File: src/rtl/dac_palette_ctrl.sv
// VGA-style palette port controller: decodes the index/data ports, packs 6-bit RGB
// triplets into RGB565 palette writes, and prefetches entries for data-port readback.
module dac_palette_ctrl #(
   parameter logic [15:0] BASE     = 16'h03C0,
   parameter int          READ_LAT = 1
) (
   input  logic        clock,
   input  logic        reset_n,
   input  logic [15:0] port_a,
   input  logic        port_w,
   input  logic        port_r,
   input  logic [7:0]  port_o,
   output logic [7:0]  port_i,
   output logic        port_sel,
   output logic [7:0]  dac_a,
   output logic [15:0] dac_d,
   output logic        dac_w,
   input  logic [15:0] dac_q
);

   typedef enum logic [1:0] {F_IDLE, F_REQ, F_WAIT, F_LATCH} fetch_e;

   localparam logic [15:0] A_RIDX   = BASE + 16'd7;
   localparam logic [15:0] A_WIDX   = BASE + 16'd8;
   localparam logic [15:0] A_DATA   = BASE + 16'd9;
   localparam logic [1:0]  LAT_LAST = 2'(READ_LAT - 1);

   logic [7:0]  widx_q, widx_d, ridx_q, ridx_d, wr_addr_q, wr_addr_d;
   logic [1:0]  wphase_q, wphase_d, rphase_q, rphase_d, cnt_q, cnt_d;
   logic        mode_q, mode_d, dac_w_q, dac_w_d;
   logic [5:0]  r6_q, r6_d, g6_q, g6_d;
   logic [15:0] dac_d_q, dac_d_d, rbuf_q, rbuf_d;
   fetch_e      state_q, state_d;

   logic hit_ridx, hit_widx, hit_data;
   logic fetch_start;

   assign hit_ridx = (port_a == A_RIDX);
   assign hit_widx = (port_a == A_WIDX);
   assign hit_data = (port_a == A_DATA);
   assign port_sel = hit_ridx | hit_widx | hit_data;

   // A pending palette write owns the address bus for its single cycle.
   assign dac_a = dac_w_q ? wr_addr_q : ridx_q;
   assign dac_d = dac_d_q;
   assign dac_w = dac_w_q;

   always_comb begin
      // NOTE: every variable gets a default first so no path leaves it unassigned (no latches).
      widx_d      = widx_q;
      ridx_d      = ridx_q;
      wphase_d    = wphase_q;
      rphase_d    = rphase_q;
      mode_d      = mode_q;
      r6_d        = r6_q;
      g6_d        = g6_q;
      wr_addr_d   = wr_addr_q;
      dac_d_d     = dac_d_q;
      dac_w_d     = 1'b0;
      fetch_start = 1'b0;

      if (port_w && hit_widx) begin
         widx_d   = port_o;
         wphase_d = 2'd0;
         mode_d   = 1'b0;
      end

      if (port_w && hit_data) begin
         case (wphase_q)
            2'd0: begin
               r6_d     = port_o[5:0];
               wphase_d = 2'd1;
            end
            2'd1: begin
               g6_d     = port_o[5:0];
               wphase_d = 2'd2;
            end
            default: begin
               dac_w_d   = 1'b1;
               wr_addr_d = widx_q;
               dac_d_d   = {r6_q[5:1], g6_q, port_o[5:1]};
               widx_d    = widx_q + 8'd1;
               wphase_d  = 2'd0;
            end
         endcase
      end

      if (port_r && hit_data) begin
         if (rphase_q == 2'd2) begin
            rphase_d    = 2'd0;
            ridx_d      = ridx_q + 8'd1;
            fetch_start = 1'b1;
         end else begin
            rphase_d = rphase_q + 2'd1;
         end
      end

      if (port_w && hit_ridx) begin
         ridx_d      = port_o;
         rphase_d    = 2'd0;
         mode_d      = 1'b1;
         fetch_start = 1'b1;
      end
   end

   always_comb begin
      state_d = state_q;
      cnt_d   = cnt_q;
      rbuf_d  = rbuf_q;
      case (state_q)
         F_REQ: begin
            if (!dac_w_q) begin
               state_d = F_WAIT;
               cnt_d   = 2'd0;
            end
         end
         F_WAIT: begin
            // A write stealing the bus mid-wait corrupts the read, so re-request.
            if (dac_w_q) begin
               state_d = F_REQ;
            end else if (cnt_q == LAT_LAST) begin
               state_d = F_LATCH;
            end else begin
               cnt_d = cnt_q + 2'd1;
            end
         end
         F_LATCH: begin
            rbuf_d  = dac_q;
            state_d = F_IDLE;
         end
         default: ;
      endcase
      if (fetch_start) begin
         state_d = F_REQ;
      end
   end

   always_comb begin
      port_i = 8'h00;
      if (port_r) begin
         if (hit_ridx) begin
            port_i = {6'b0, mode_q ? 2'b11 : 2'b00};
         end else if (hit_widx) begin
            port_i = widx_q;
         end else if (hit_data) begin
            case (rphase_q)
               2'd0:    port_i = {2'b00, rbuf_q[15:11], rbuf_q[15]};
               2'd1:    port_i = {2'b00, rbuf_q[10:5]};
               default: port_i = {2'b00, rbuf_q[4:0], rbuf_q[4]};
            endcase
         end
      end
   end

   always_ff @(posedge clock) begin
      // NOTE: reset is synchronous; it is only seen on a clock edge.
      if (!reset_n) begin
         widx_q    <= 8'h00;
         ridx_q    <= 8'h00;
         wr_addr_q <= 8'h00;
         wphase_q  <= 2'd0;
         rphase_q  <= 2'd0;
         cnt_q     <= 2'd0;
         mode_q    <= 1'b0;
         dac_w_q   <= 1'b0;
         r6_q      <= 6'h00;
         g6_q      <= 6'h00;
         dac_d_q   <= 16'h0000;
         rbuf_q    <= 16'h0000;
         state_q   <= F_IDLE;
      end else begin
         // NOTE: non-blocking assignments so every flop samples pre-edge values.
         widx_q    <= widx_d;
         ridx_q    <= ridx_d;
         wr_addr_q <= wr_addr_d;
         wphase_q  <= wphase_d;
         rphase_q  <= rphase_d;
         cnt_q     <= cnt_d;
         mode_q    <= mode_d;
         dac_w_q   <= dac_w_d;
         r6_q      <= r6_d;
         g6_q      <= g6_d;
         dac_d_q   <= dac_d_d;
         rbuf_q    <= rbuf_d;
         state_q   <= state_d;
      end
   end

endmodule

File: config.mk
export PLATFORM = sky130hd
export DESIGN_NAME = dac_palette_ctrl
export DESIGN_NICKNAME = d
export VERILOG_FILES = /design/src/rtl/dac_palette_ctrl.sv
export SDC_FILE = /design/constraint.sdc
export NUM_CORES = 1
export LEC_CHECK = 0
export CAP_MARGIN = 5
export CORE_MARGIN = 2
export CORE_UTILIZATION = 30
export DETAILED_ROUTE_END_ITERATION = 12
export DONT_BUFFER_PORTS = 1
export HOLD_SLACK_MARGIN = 0.03
export PLACE_DENSITY = 0.48
export SYNTH_ARGS = -nofsm -noshare
export SYNTH_HDL_FRONTEND = slang
export SYNTH_SLANG_ARGS = --single-unit
File: constraint.sdc
create_clock -name clock -period 4.6 [get_ports clock]
set_clock_uncertainty 0.15 [all_clocks]
set_input_delay 0.69 -clock clock [delete_from_list [all_inputs] [get_ports clock]]
set_output_delay 0.69 -clock clock [all_outputs]
set_load 0.01 [all_outputs]
# Yosys cells after proc, flatten, opt, wreduce, memory -nomap -nowiden
# Index checks and enable logic that the tools add are counted.
[word_totals]
register_bits = 78
input_bits = 44
word_cells = 94
[op_classes]
addsub = 4
n_eq_ne = 15
muxes = 32
bitwise = 4
n_reduce_logical = 25
[op_table]
columns = ["op", "count"]
rows = [
  ["two-way mux 8 bit", 10],
  ["equality test 16 x 10 -> 1 bit (second input constant)", 3],
  ["two-way mux 2 bit", 10],
  ["adder 8 x 1 -> 8 bit (second input constant)", 2],
  ["case mux 6 bit (2 select lines)", 1],
  ["AND reduction 2 bit", 5],
  ["nonzero test 2 bit", 5],
  ["case mux 2 bit (2 select lines)", 2],
  ["two-way mux 1 bit", 7],
  ["equality test 2 x 1 -> 1 bit (second input constant)", 3],
  ["equality test 2 bit (second input constant)", 3],
  ["logical NOT 2 bit", 3],
  ["two-way mux 6 bit", 1],
  ["!= test 2 bit (second input constant)", 3],
  ["!= test 3 bit (second input constant)", 2],
  ["case mux 2 bit (3 select lines)", 1],
  ["AND reduction 3 bit", 2],
  ["OR reduction 2 bit", 3],
  ["adder 2 x 1 -> 2 bit (second input constant)", 2],
  ["logical AND 1 bit", 4],
  ["!= test 4 bit (second input constant)", 1],
  ["AND reduction 4 bit", 1],
  ["nonzero test 4 bit", 1],
  ["nonzero test 3 bit", 1],
  ["2 further kinds", 4],
]

# Depth between registers and ports, before layout
[logic_depth]
word_depth = 6
depth_mapped = 7
mapped_depth_nobuf = 6

# Least setup slack after synthesis
# OpenSTA, ideal clock, no wires.
[synth_timing]
path_kind = "input -> output"
from = "input port port_a[13]"
to = "output port port_i[1]"
arrival_time_ps = 1983
t_required_ps = 3760
slack_ps = 1777
path_stages = 5
n_path_buf = 0
cell_sequence = "nor4_4 > and3_1 > nor3b_4 > a22oi_1 > o21ai_0"
[synth_between]
elab_chain_cells = 5
elab_cells_between_ends = 7
[synth_lines]
columns = ["element", "line", "rtl"]
rows = [
  ["start: declaration", "9", "input logic [15:0] port_a,"],
  ["equality test 16 x 10 -> 1 bit", "40", "assign hit_data = (port_a == A_DATA);"],
  ["two-way mux 6 bit", "145", "end else if (hit_data) begin"],
  ["two-way mux 8 bit", "143", "end else if (hit_widx) begin"],
  ["two-way mux 8 bit (*)", "141", "if (hit_ridx) begin"],
  ["two-way mux 8 bit (*)", "140", "if (port_r) begin"],
  ["end: declaration", "13", "output logic [7:0] port_i,"],
]
# Every way passes the cells marked *; elsewhere a longest branch is shown, timed or not.

# Worst setup path in the final report
[layout_timing]
from = "input port port_a[13]"
to = "output port port_i[7]"
[layout_between]
elab_chain_cells = 4
elab_cells_between_ends = 5
[layout_lines]
columns = ["element", "line", "rtl"]
rows = [
  ["equality test 16 x 10 -> 1 bit", "39", "assign hit_widx = (port_a == A_WIDX);"],
  ["two-way mux 8 bit", "143", ""],
  ["two-way mux 8 bit (*)", "141", ""],
  ["two-way mux 8 bit (*)", "140", ""],
]
# Marked as above.

==> flow_metrics.env <==
export IMPL_critPathCaptureType="primary output"
export IMPL_cts_sinks=77
export IMPL_worstSetupPathType="in2out"
export IMPL_async_flop_share_pct=0
export IMPL_nNetsFinal=493
export IMPL_place_congestion=0.844
export IMPL_ys_flop_type="dfxtp_1"
export IMPL_antenna_cells=0
export IMPL_max_slew_margin_pct=55.6
export IMPL_grt_max_degree=40
export IMPL_holdBufCountCts=0
export IMPL_wl_um=10500
export IMPL_drive_gt1_share_pct=8.87
export IMPL_die_h_um=115
export IMPL_yosys_warnings=0
export IMPL_initial_core_util_pct=30.6
export IMPL_min_delay_start="wr_addr_q[5]"
export IMPL_cts_tree="built"
export IMPL_p_per_area_nw_per_um2=374
export IMPL_ant_nets=0
export IMPL_crit_start="port_a[13]"
export IMPL_fin_crit_sh_pct=68.2
export IMPL_area_growth_pct=11.7
export IMPL_coreArea_sq_um=12000
export IMPL_cts_resized=0
export IMPL_synth_distinct_cells=50
export IMPL_ios=78
export IMPL_drt_pass1_iter_count=4
export IMPL_path_max_fanout=9
export IMPL_synth_fa_ha_area_share_pct=1.02
export IMPL_cts_path_max_buffers=2
export IMPL_synth_top_cell_by_area="dfxtp_1"
export IMPL_clkTransAtPathRegs_ps=50
export IMPL_drt_iter0_drc=305
export IMPL_fin_setup_tns_ps=0
export IMPL_placed_cells=582
export IMPL_critPathRequiredTime_ps=3760
export IMPL_layout_common_cells="nand2_1, dfxtp_1, a21oi_1"
export IMPL_r2r_start="rphase_q[0]"
export IMPL_synth_top_cell_area_share_pct=42.1
export IMPL_max_freq_mhz=319
export IMPL_grt_pass1_wl_um=16600
export IMPL_clk_latency_ps=340
export IMPL_grt_overflow_total=0
export IMPL_antenna_found_initial=0
export IMPL_wire_per_inst_um=17.6
export IMPL_finalSetupViolations=0
export IMPL_ir_worst_vdd_mv=0.160
export IMPL_fin_hold_ws_ps=297
export IMPL_cts_buffers=9
export IMPL_ys_ff_latch=77
export IMPL_grt_pass1_vias=2995
export IMPL_regArea_sq_um=1540
export IMPL_yosysSeqAreaShare_pct=42.1
export IMPL_syn_area_per_cell_sq_um=7.95
export IMPL_leakage_nw=1.33
export IMPL_post_cts_buffers=0
export IMPL_synthTopCellsByArea="dfxtp_1, nand2_1, a21oi_1, mux2i_1, nor2_1"
export IMPL_worst_slew_pin_slew_ps=665
export IMPL_h_tree_depth=3
export IMPL_fin_total_pwr_mw=1.53
export IMPL_post_drt_via_cell_ratio=5.27
export IMPL_drcViolationCount=0
export IMPL_synth_edf_count=0
export IMPL_startpoint_type="input pin"
export IMPL_syn_inst=461
export IMPL_dp_hpwl_um=7400
export IMPL_maxCapViolations=0
export IMPL_synth_compound_area_share_pct=18.9
export IMPL_syn_area_sq_um=3660
export IMPL_hold_viol=0
export IMPL_synth_xor_area_share_pct=0.478
export IMPL_outcome="finished clean"
export IMPL_finalCriticalPeriod_ps=3140
export IMPL_die_w_um=115
export IMPL_synth_top_family_by_area="simple AND/OR/NAND/NOR gates"
export IMPL_cts_root_buf="clkbuf_16"
export IMPL_track_usage_pct=16.6
export IMPL_rsz0062_at_grt="no"
export IMPL_place_port_buffers=0
export IMPL_final_common_cell="nand2_1"
export IMPL_hp_class="reg2reg"
export IMPL_maxSlewViolCount=0
export IMPL_synth_mux_area_share_pct=7.10
export IMPL_synthSimpleGateAreaFrac_pct=26.0
export IMPL_cp_arrival_ps=2300
export IMPL_dr_total_vias=3154
export IMPL_instances_no_fill=598
export IMPL_syn_nets=508
export IMPL_dieArea_sq_um=13100
export IMPL_nFillCells=1239
export IMPL_rows=40
export IMPL_multi_input_area_sq_um=1960
## state kept, by name, summed over array words and instances (netlist names), 5 cells and up
signal / cells
dac_d: 16
ridx_q: 8
r6_q: 5
rbuf_q: 16
wr_addr_q: 8
widx_q: 8
g6_q: 6
## cells by family after synthesis
logic type / Yosys count
adder cells (fa/ha/maj): 3
flip-flops: 77
multiplexers: 25
AO/OA/AOI/OAI: 118
buffers and inverters: 38
XOR/XNOR: 2
AND/OR/NAND/NOR: 198
## final timing paths
kind | endpoint | slack [ps] | cells after the start
worst max-delay path | port_i[7] | 1460 | 5
worst min-delay path | wr_addr_q[5] | 300 | 2
worst max register to register | state_q[1] | 2630 | 5
worst min register to register | wr_addr_q[5] | 300 | 2
## synthesized netlist by cell type (3+ instances only)
cell type,number
a21oi_1,63
a22oi_1,10
a32oi_1,3
and2_1,4
and3_1,6
and4_1,3
and4bb_2,4
buf_2,9
clkbuf_1,17
dfxtp_1,77
ha_1,3
inv_1,9
mux2_2,8
mux2i_1,17
nand2_1,116
nand3_1,9
nand4_1,3
nor2_1,29
nor3_1,6
o21ai_0,19
## area by class of cell
type,instances,area share (%)
clock buffer,10,5.84
clock inverter,6,2.81
inverter,10,0.917
multi-input combinational,346,47.9
sequential,77,37.7
tap,147,4.49
timing repair buffer,2,0.367
## per-layer routing
metal  share of wire (%)  up-vias  wire length [um]  track usage, %
met5                   0        -                 0               0
met1                  49     1451              5150            23.3
li1                    -     1589                 -               -
met4                 1.3        0               132            7.48
met2                  43      103              4520            23.4
met3                 6.8       11               716            4.87
## report_power, final
part           leakage [nW]  internal [mW]  switching (mW)
logic                 0.545        0.00643          0.0163
registers             0.620          0.667      0.00000477
clock network         0.170          0.549           0.292
total                  1.33           1.22           0.308
## critical path, stage by stage
cell,delay [ps]
nor4_4,350
nand3_1,370
o21ai_1,490
nor2b_1,150
and2_1,250
## through the flow
stage	instance area, sq um	utilization, %	setup WS [ps]
global placement	3740	31.3	1510
finish	4090	34.2	1460
detailed placement	3740	31.3	1430
floorplan	3660	-	1780
CTS	4090	34.2	1430
global route	4090	34.2	1200
Power figures use the tool's default switching activity.
